**src/rtl/spi_arbiter.sv**
```systemverilog
// Round-robin arbiter that serialises whole SPI transactions from N_REQ clients
// onto one spi_master, with an enforced ss-high gap and a start timeout.
module spi_arbiter #(
  parameter int N_REQ         = 3,
  parameter int SEND_DATA_LEN = 12,
  parameter int RECV_DATA_LEN = 8,
  parameter int GAP_CLKS      = 4,
  parameter int START_TIMEOUT = 16
) (
  input  logic                             clk,
  input  logic                             rst_n,
  input  logic [N_REQ-1:0]                 req,
  input  logic [N_REQ*SEND_DATA_LEN-1:0]   req_data,
  output logic [N_REQ-1:0]                 gnt,
  output logic [N_REQ-1:0]                 done,
  output logic                             err,
  output logic [RECV_DATA_LEN-1:0]         rsp_data,
  output logic                             spi_en,
  output logic [SEND_DATA_LEN-1:0]         spi_send_data,
  input  logic                             spi_busy,
  input  logic [RECV_DATA_LEN-1:0]         spi_recv_data
);

  localparam int PW = (N_REQ > 1) ? $clog2(N_REQ) : 1;

  typedef enum logic [1:0] {IDLE, START, RUN, GAP} state_t;

  state_t                     state_reg, state_next;
  logic [N_REQ-1:0]           gnt_reg, gnt_next;
  logic [N_REQ-1:0]           done_reg, done_next;
  logic                       err_reg, err_next;
  logic                       spi_en_reg, spi_en_next;
  logic [RECV_DATA_LEN-1:0]   rsp_reg, rsp_next;
  logic [SEND_DATA_LEN-1:0]   send_reg, send_next;
  logic [PW-1:0]              ptr_reg, ptr_next;
  logic [7:0]                 timer_reg, timer_next;
  logic [3:0]                 gap_reg, gap_next;

  logic [PW-1:0]              winner;
  logic                       winner_found;
  logic                       arb_go;
  logic                       start_expired;

  assign gnt           = gnt_reg;
  assign done          = done_reg;
  assign err           = err_reg;
  assign rsp_data      = rsp_reg;
  assign spi_en        = spi_en_reg;
  assign spi_send_data = send_reg;

  // Search from ptr+1 upward with wrap; lower offsets overwrite later, so the nearest wins.
  always_comb begin
    int idx;
    idx          = 0;
    winner       = ptr_reg;
    winner_found = 1'b0;
    for (int k = N_REQ; k >= 1; k--) begin
      idx = int'(ptr_reg) + k;
      if (idx >= N_REQ) idx = idx - N_REQ;
      if (req[idx]) begin
        winner       = PW'(idx);
        winner_found = 1'b1;
      end
    end
  end

  assign arb_go        = winner_found && !spi_busy;
  assign start_expired = (timer_reg == 8'(START_TIMEOUT - 1));

  always_ff @(posedge clk or negedge rst_n) begin
    if (!rst_n) begin
      state_reg  <= IDLE;
      gnt_reg    <= '0;
      done_reg   <= '0;
      err_reg    <= 1'b0;
      spi_en_reg <= 1'b0;
      rsp_reg    <= '0;
      send_reg   <= '0;
      ptr_reg    <= PW'(N_REQ - 1);
      timer_reg  <= '0;
      gap_reg    <= '0;
    end else begin
      state_reg  <= state_next;
      gnt_reg    <= gnt_next;
      done_reg   <= done_next;
      err_reg    <= err_next;
      spi_en_reg <= spi_en_next;
      rsp_reg    <= rsp_next;
      send_reg   <= send_next;
      ptr_reg    <= ptr_next;
      timer_reg  <= timer_next;
      gap_reg    <= gap_next;
    end
  end

  always_comb begin
    state_next = state_reg;
    case (state_reg)
      IDLE:  if (arb_go) state_next = START;
      START: begin
        if (spi_busy)           state_next = RUN;
        else if (start_expired) state_next = GAP;
      end
      RUN:   if (!spi_busy) state_next = GAP;
      GAP:   if (gap_reg == 4'(GAP_CLKS - 1)) state_next = IDLE;
      default: state_next = IDLE;
    endcase
  end

  always_comb begin
    gnt_next    = gnt_reg;
    done_next   = '0;
    err_next    = 1'b0;
    spi_en_next = spi_en_reg;
    rsp_next    = rsp_reg;
    send_next   = send_reg;
    ptr_next    = ptr_reg;
    timer_next  = timer_reg;
    gap_next    = gap_reg;
    case (state_reg)
      IDLE: begin
        if (arb_go) begin
          gnt_next    = N_REQ'(1) << winner;
          send_next   = req_data[int'(winner)*SEND_DATA_LEN +: SEND_DATA_LEN];
          spi_en_next = 1'b1;
          ptr_next    = winner;
          timer_next  = '0;
        end
      end
      START: begin
        if (spi_busy) begin
          spi_en_next = 1'b0;
        end else if (start_expired) begin
          // Master never started: finish the transaction with an error, keep old rsp_data.
          spi_en_next = 1'b0;
          done_next   = N_REQ'(1) << ptr_reg;
          err_next    = 1'b1;
          gnt_next    = '0;
          gap_next    = '0;
        end else begin
          timer_next  = timer_reg + 8'd1;
        end
      end
      RUN: begin
        if (!spi_busy) begin
          rsp_next  = spi_recv_data;
          done_next = N_REQ'(1) << ptr_reg;
          gnt_next  = '0;
          gap_next  = '0;
        end
      end
      GAP: gap_next = gap_reg + 4'd1;
      default: ;
    endcase
  end

endmodule

```
**config.mk**
```make
export PLATFORM = sky130hd
export DESIGN_NAME = spi_arbiter
export DESIGN_NICKNAME = d
export VERILOG_FILES = /design/src/rtl/spi_arbiter.sv
export SDC_FILE = /design/constraint.sdc
export NUM_CORES = 1
export LEC_CHECK = 0
export BUFFER_PORTS_ARGS = -buffer_cell sky130_fd_sc_hd__buf_2
export CAP_MARGIN = 40
export CORE_MARGIN = 1
export CORE_UTILIZATION = 40
export CTS_CLUSTER_SIZE = 24
export DETAILED_ROUTE_END_ITERATION = 7
export GPL_ROUTABILITY_DRIVEN = 0
export SLEW_MARGIN = 20
export SYNTH_ARGS = -nofsm -noshare
export SYNTH_HDL_FRONTEND = slang
export SYNTH_SLANG_ARGS = --single-unit
```
**constraint.sdc**
```tcl
create_clock -name clk -period 3.5 [get_ports clk]
set_input_delay 0.35 -clock clk [delete_from_list [all_inputs] [get_ports clk]]
set_output_delay 0.35 -clock clk [all_outputs]
set_load 0.03 [all_outputs]
```
==> metrics.txt <==
# TYPE chip_impl_metric gauge
chip_impl_metric{name="detail_route.wl_per_cell",unit="um"} 13.8
chip_impl_metric{name="placement.io_buffers",unit=""} 77
chip_impl_metric{name="critPathMaxFanout",unit=""} 18
chip_impl_metric{name="antenna_violating_nets_post_route",unit=""} 0
chip_impl_metric{name="max-cap-violations",unit=""} 0
chip_impl_metric{name="timing.critical_path.required",unit="ns"} 3.69
chip_impl_metric{name="antenna_found_initial",unit=""} 0
chip_impl_metric{name="pre_cts_ws",unit="ns"} 0.419
chip_impl_info{name="timing.critical_path.from_type",value="flop"} 1
chip_impl_metric{name="detailedRoute.firstPassIterationCount",unit=""} 4
chip_impl_metric{name="power.density_cell_area",unit="mW/mm^2"} 947
chip_impl_metric{name="h-tree-depth",unit=""} 2
chip_impl_metric{name="drt_first_iter_violations",unit=""} 50
chip_impl_info{name="path_class",value="flop to flop"} 1
chip_impl_metric{name="die_area",unit="sq mm"} 0.00682
chip_impl_metric{name="report.final.setup_viol",unit=""} 0
chip_impl_metric{name="initial_core_util",unit="%"} 41.2
chip_impl_metric{name="ff2ff_setup_slack",unit="ns"} 0.43
chip_impl_metric{name="postRouteWirelength",unit="um"} 5470
chip_impl_metric{name="syn-mean-instance-area",unit="sq um"} 10.6
chip_impl_metric{name="dr_drc_count",unit=""} 0
chip_impl_info{name="status",value="complete, no violations"} 1
chip_impl_info{name="r2r_start",value="ptr_reg[1]$_DFFE_PN1P_"} 1
chip_impl_info{name="grt_setup_unrepaired",value="false"} 1
chip_impl_metric{name="synthesis.instances",unit=""} 245
chip_impl_metric{name="layout-drive-gt1-share",unit="%"} 36.9
chip_impl_metric{name="synth_seq_cells",unit=""} 44
chip_impl_metric{name="largest_register_ff_count",unit=""} 12
chip_impl_metric{name="die_height",unit="um"} 82.6
chip_impl_metric{name="coreArea",unit="sq mm"} 0.00631
chip_impl_info{name="reg2reg_to",value="spi_send_data[0]$_DFFE_PN0P_"} 1
chip_impl_info{name="ctsRootBufferMaster",value="sky130_fd_sc_hd__clkbuf_8"} 1
chip_impl_info{name="hold_class",value="input pin to asynchronous set/reset pin"} 1
chip_impl_metric{name="finClkSkew",unit="ns"} 0.00836
chip_impl_metric{name="grt_pass1_vias",unit=""} 1843
chip_impl_metric{name="min_period",unit="ns"} 3.07
chip_impl_metric{name="cts_hold_buffers",unit=""} 0
chip_impl_metric{name="cts.repair.resized",unit=""} 0
chip_impl_metric{name="top_level_ports",unit=""} 78
chip_impl_metric{name="clockBufferDepth",unit=""} 2
chip_impl_metric{name="drt-vias-per-instance",unit=""} 5.08
chip_impl_metric{name="worstPathArrival",unit="ns"} 3.26
chip_impl_metric{name="clkSlewWorstSetupHoldPaths",unit="ns"} 0.09
chip_impl_metric{name="worstMarginPinSlew",unit="ns"} 0.759
chip_impl_metric{name="antenna_cells_inserted",unit=""} 0
chip_impl_metric{name="grt_first_pass_wirelength",unit="um"} 8540
chip_impl_metric{name="grt_remaining_overflow",unit=""} 0
chip_impl_metric{name="gr-usage-all-layers",unit="%"} 16.8
chip_impl_info{name="crit_path_end_kind",value="flop"} 1
chip_impl_metric{name="final-max-slew-violation-count",unit=""} 0
chip_impl_metric{name="sinks_on_the_clock_net",unit=""} 44
chip_impl_metric{name="synth_sequential_area_ratio",unit="%"} 42.4
chip_impl_metric{name="detailedPlacementHpwl",unit="um"} 4120
chip_impl_metric{name="fp-row-count",unit=""} 29
chip_impl_metric{name="synth_enable_flop_cells",unit=""} 0
chip_impl_metric{name="final_net_count",unit=""} 380
chip_impl_metric{name="cts_inserted_buffers",unit=""} 5
chip_impl_metric{name="timing.final.crit_share",unit="%"} 87.8
chip_impl_metric{name="postLayoutSetupSlackWorst",unit="ns"} 0.426
chip_impl_metric{name="ir_drop",unit="uV"} 382
chip_impl_info{name="ys_dominant_reg_cell",value="sky130_fd_sc_hd__dfrtp_1"} 1
chip_impl_metric{name="r2r.worst_path.cells",unit=""} 8
chip_impl_metric{name="async_flop_share",unit="%"} 100
chip_impl_metric{name="synth_cell_types",unit=""} 56
chip_impl_metric{name="die_w",unit="um"} 82.6
chip_impl_metric{name="static_leakage",unit="uW"} 0.00154
chip_impl_metric{name="worst_slew_margin_rel",unit="%"} 49.3
chip_impl_metric{name="worst_skew_pair.late_latency",unit="ns"} 0.30
chip_impl_info{name="cts_tree",value="yes"} 1
chip_impl_metric{name="synth.cell_area",unit="sq mm"} 0.00260
chip_impl_metric{name="number_of_warnings_issued_by_yosys",unit=""} 0
chip_impl_metric{name="max_freq",unit="GHz"} 0.325
chip_impl_metric{name="syn2layout_area_growth",unit="%"} 20.4
chip_impl_metric{name="timing.final.hold_violations",unit=""} 0
chip_impl_metric{name="totalNegativeSetupSlack",unit="ns"} 0
chip_impl_metric{name="cts.repair_timing.setup_buffer_count",unit=""} 0
chip_impl_metric{name="syn_nets",unit=""} 306
chip_impl_metric{name="dr_total_vias",unit=""} 2015
chip_impl_metric{name="grt_start_max_net_pins",unit=""} 26
-- where the power goes --
part | internal (uW) | switching [uW]
combinational | 700 | 1040
clock | 233 | 175
sequential | 693 | 119
total | 1630 | 1340
-- cell usage after synthesis, types with 3 or more instances --
master                      n  area (sq um)
sky130_fd_sc_hd__a22o_1     3          26.3
sky130_fd_sc_hd__ha_1      11           138
sky130_fd_sc_hd__o21bai_1   3          22.5
sky130_fd_sc_hd__mux2i_1   13           130
sky130_fd_sc_hd__dfrtp_1   43          1080
sky130_fd_sc_hd__nand2_1   14          52.6
sky130_fd_sc_hd__clkbuf_1   3          11.3
sky130_fd_sc_hd__xor2_1     5          43.8
sky130_fd_sc_hd__a21oi_1    7          35.0
sky130_fd_sc_hd__and3_1     3          18.8
sky130_fd_sc_hd__a221o_1   11           110
sky130_fd_sc_hd__nor2_1    32           120
sky130_fd_sc_hd__mux2_2     9           101
sky130_fd_sc_hd__nor2b_1    5          31.3
sky130_fd_sc_hd__nand3_1    6          30.0
sky130_fd_sc_hd__buf_6      3          33.8
sky130_fd_sc_hd__and2_1     5          31.3
sky130_fd_sc_hd__inv_1      8          30.0
sky130_fd_sc_hd__nand4_1    3          18.8
sky130_fd_sc_hd__nand2b_1   4          25.0
sky130_fd_sc_hd__o21ai_0    9          45.0
-- worst max path at each step --
stage                                    endpoint  slack, ns  depth (start not counted)              startpoint
global route         spi_send_data[0]$_DFFE_PN0P_       0.15                          8  ptr_reg[1]$_DFFE_PN1P_
CTS                  spi_send_data[1]$_DFFE_PN0P_       0.42                          8  ptr_reg[1]$_DFFE_PN1P_
global placement     spi_send_data[3]$_DFFE_PN0P_       0.49                          8  ptr_reg[1]$_DFFE_PN1P_
floorplan           spi_send_data[10]$_DFFE_PN0P_       0.99                          9  ptr_reg[0]$_DFFE_PN0P_
detailed placement   spi_send_data[1]$_DFFE_PN0P_       0.42                          8  ptr_reg[1]$_DFFE_PN1P_
finish               spi_send_data[0]$_DFFE_PN0P_       0.43                          8  ptr_reg[1]$_DFFE_PN1P_
-- final cells by class --
cell class | count | area (sq um)
Clock buffer | 6 | 82.6
Clock inverter | 2 | 38.8
Fill cell | 615 | 3180
Inverter | 9 | 33.8
Multi-Input combinational cell | 181 | 1370
Sequential cell | 44 | 1100
Tap cell | 77 | 96.3
Timing Repair Buffer | 78 | 405
-- layer usage --
layer | GRT usage (%) | wire [um] | share of wire [%]
met5 | 0 | 0 | 0
met4 | 4.83 | 53 | 0.97
met3 | 4.18 | 318 | 5.8
met2 | 25.3 | 2320 | 42
met1 | 23.7 | 2770 | 51
-- through the flow --
stage / cells / util [%] / instance area, sq um / hold slack [ns] / total power, uW
floorplan: 245 / - / 2600 / 0.0544 / 2290
global placement: 388 / 47.3 / 2990 / 0.485 / 2560
detailed placement: 389 / 47.6 / 3010 / 0.338 / 2580
CTS: 397 / 49.6 / 3130 / 0.0116 / 3000
global route: 397 / 49.6 / 3130 / 0.0293 / 3180
finish: 397 / 49.6 / 3130 / 0.00390 / 2960
-- worst max-delay path: stages (launching register included) --
cell,delay (ns)
sky130_fd_sc_hd__dfstp_2,0.57
sky130_fd_sc_hd__inv_1,0.09
sky130_fd_sc_hd__ha_1,0.60
sky130_fd_sc_hd__nor2_1,0.17
sky130_fd_sc_hd__a221o_1,0.43
sky130_fd_sc_hd__a22oi_4,0.49
sky130_fd_sc_hd__mux2i_1,0.25
sky130_fd_sc_hd__nor2_1,0.06
sky130_fd_sc_hd__a221o_2,0.30
-- kinds of logic (layout without fill, tap and decap cells) --
group                      Yosys count  count (layout)  synth area share (%)
and+or+nand+nor                     85              85                  16.7
xor gates and xnor gates             6               6                  2.02
muxes                               24              24                  10.1
buffers and inverters               20              95                  4.86
DFF                                 44              44                  42.4
AOI/OAI and AO/OA                   55              55                  18.6
adders and majority gates           11              11                  5.30
-- layout by cell type, fill, tap and decap left out, types with 2 or more instances in the layout --
cell type	instances
sky130_fd_sc_hd__nor3b_1	2
sky130_fd_sc_hd__a21oi_1	7
sky130_fd_sc_hd__ha_1	11
sky130_fd_sc_hd__dfrtp_1	43
sky130_fd_sc_hd__nor2b_1	5
sky130_fd_sc_hd__a221o_2	2
sky130_fd_sc_hd__nand3_1	6
sky130_fd_sc_hd__or2_2	2
sky130_fd_sc_hd__mux2_2	9
sky130_fd_sc_hd__nand2_1	14
sky130_fd_sc_hd__o21ai_2	2
sky130_fd_sc_hd__o21bai_1	3
sky130_fd_sc_hd__o31ai_1	2
sky130_fd_sc_hd__and2_1	5
sky130_fd_sc_hd__nand4_1	3
sky130_fd_sc_hd__a22o_1	3
sky130_fd_sc_hd__o2bb2ai_1	2
sky130_fd_sc_hd__and3_1	3
sky130_fd_sc_hd__mux2_4	2
sky130_fd_sc_hd__nor2_1	32
sky130_fd_sc_hd__xor2_1	5
sky130_fd_sc_hd__a21oi_2	2
sky130_fd_sc_hd__nand2b_1	4
sky130_fd_sc_hd__inv_1	8
sky130_fd_sc_hd__mux2i_1	13
sky130_fd_sc_hd__buf_2	77
sky130_fd_sc_hd__o21ai_0	9
sky130_fd_sc_hd__clkbuf_8	6
sky130_fd_sc_hd__a221o_1	11
No activity file was read; power rests on OpenSTA's default activity.
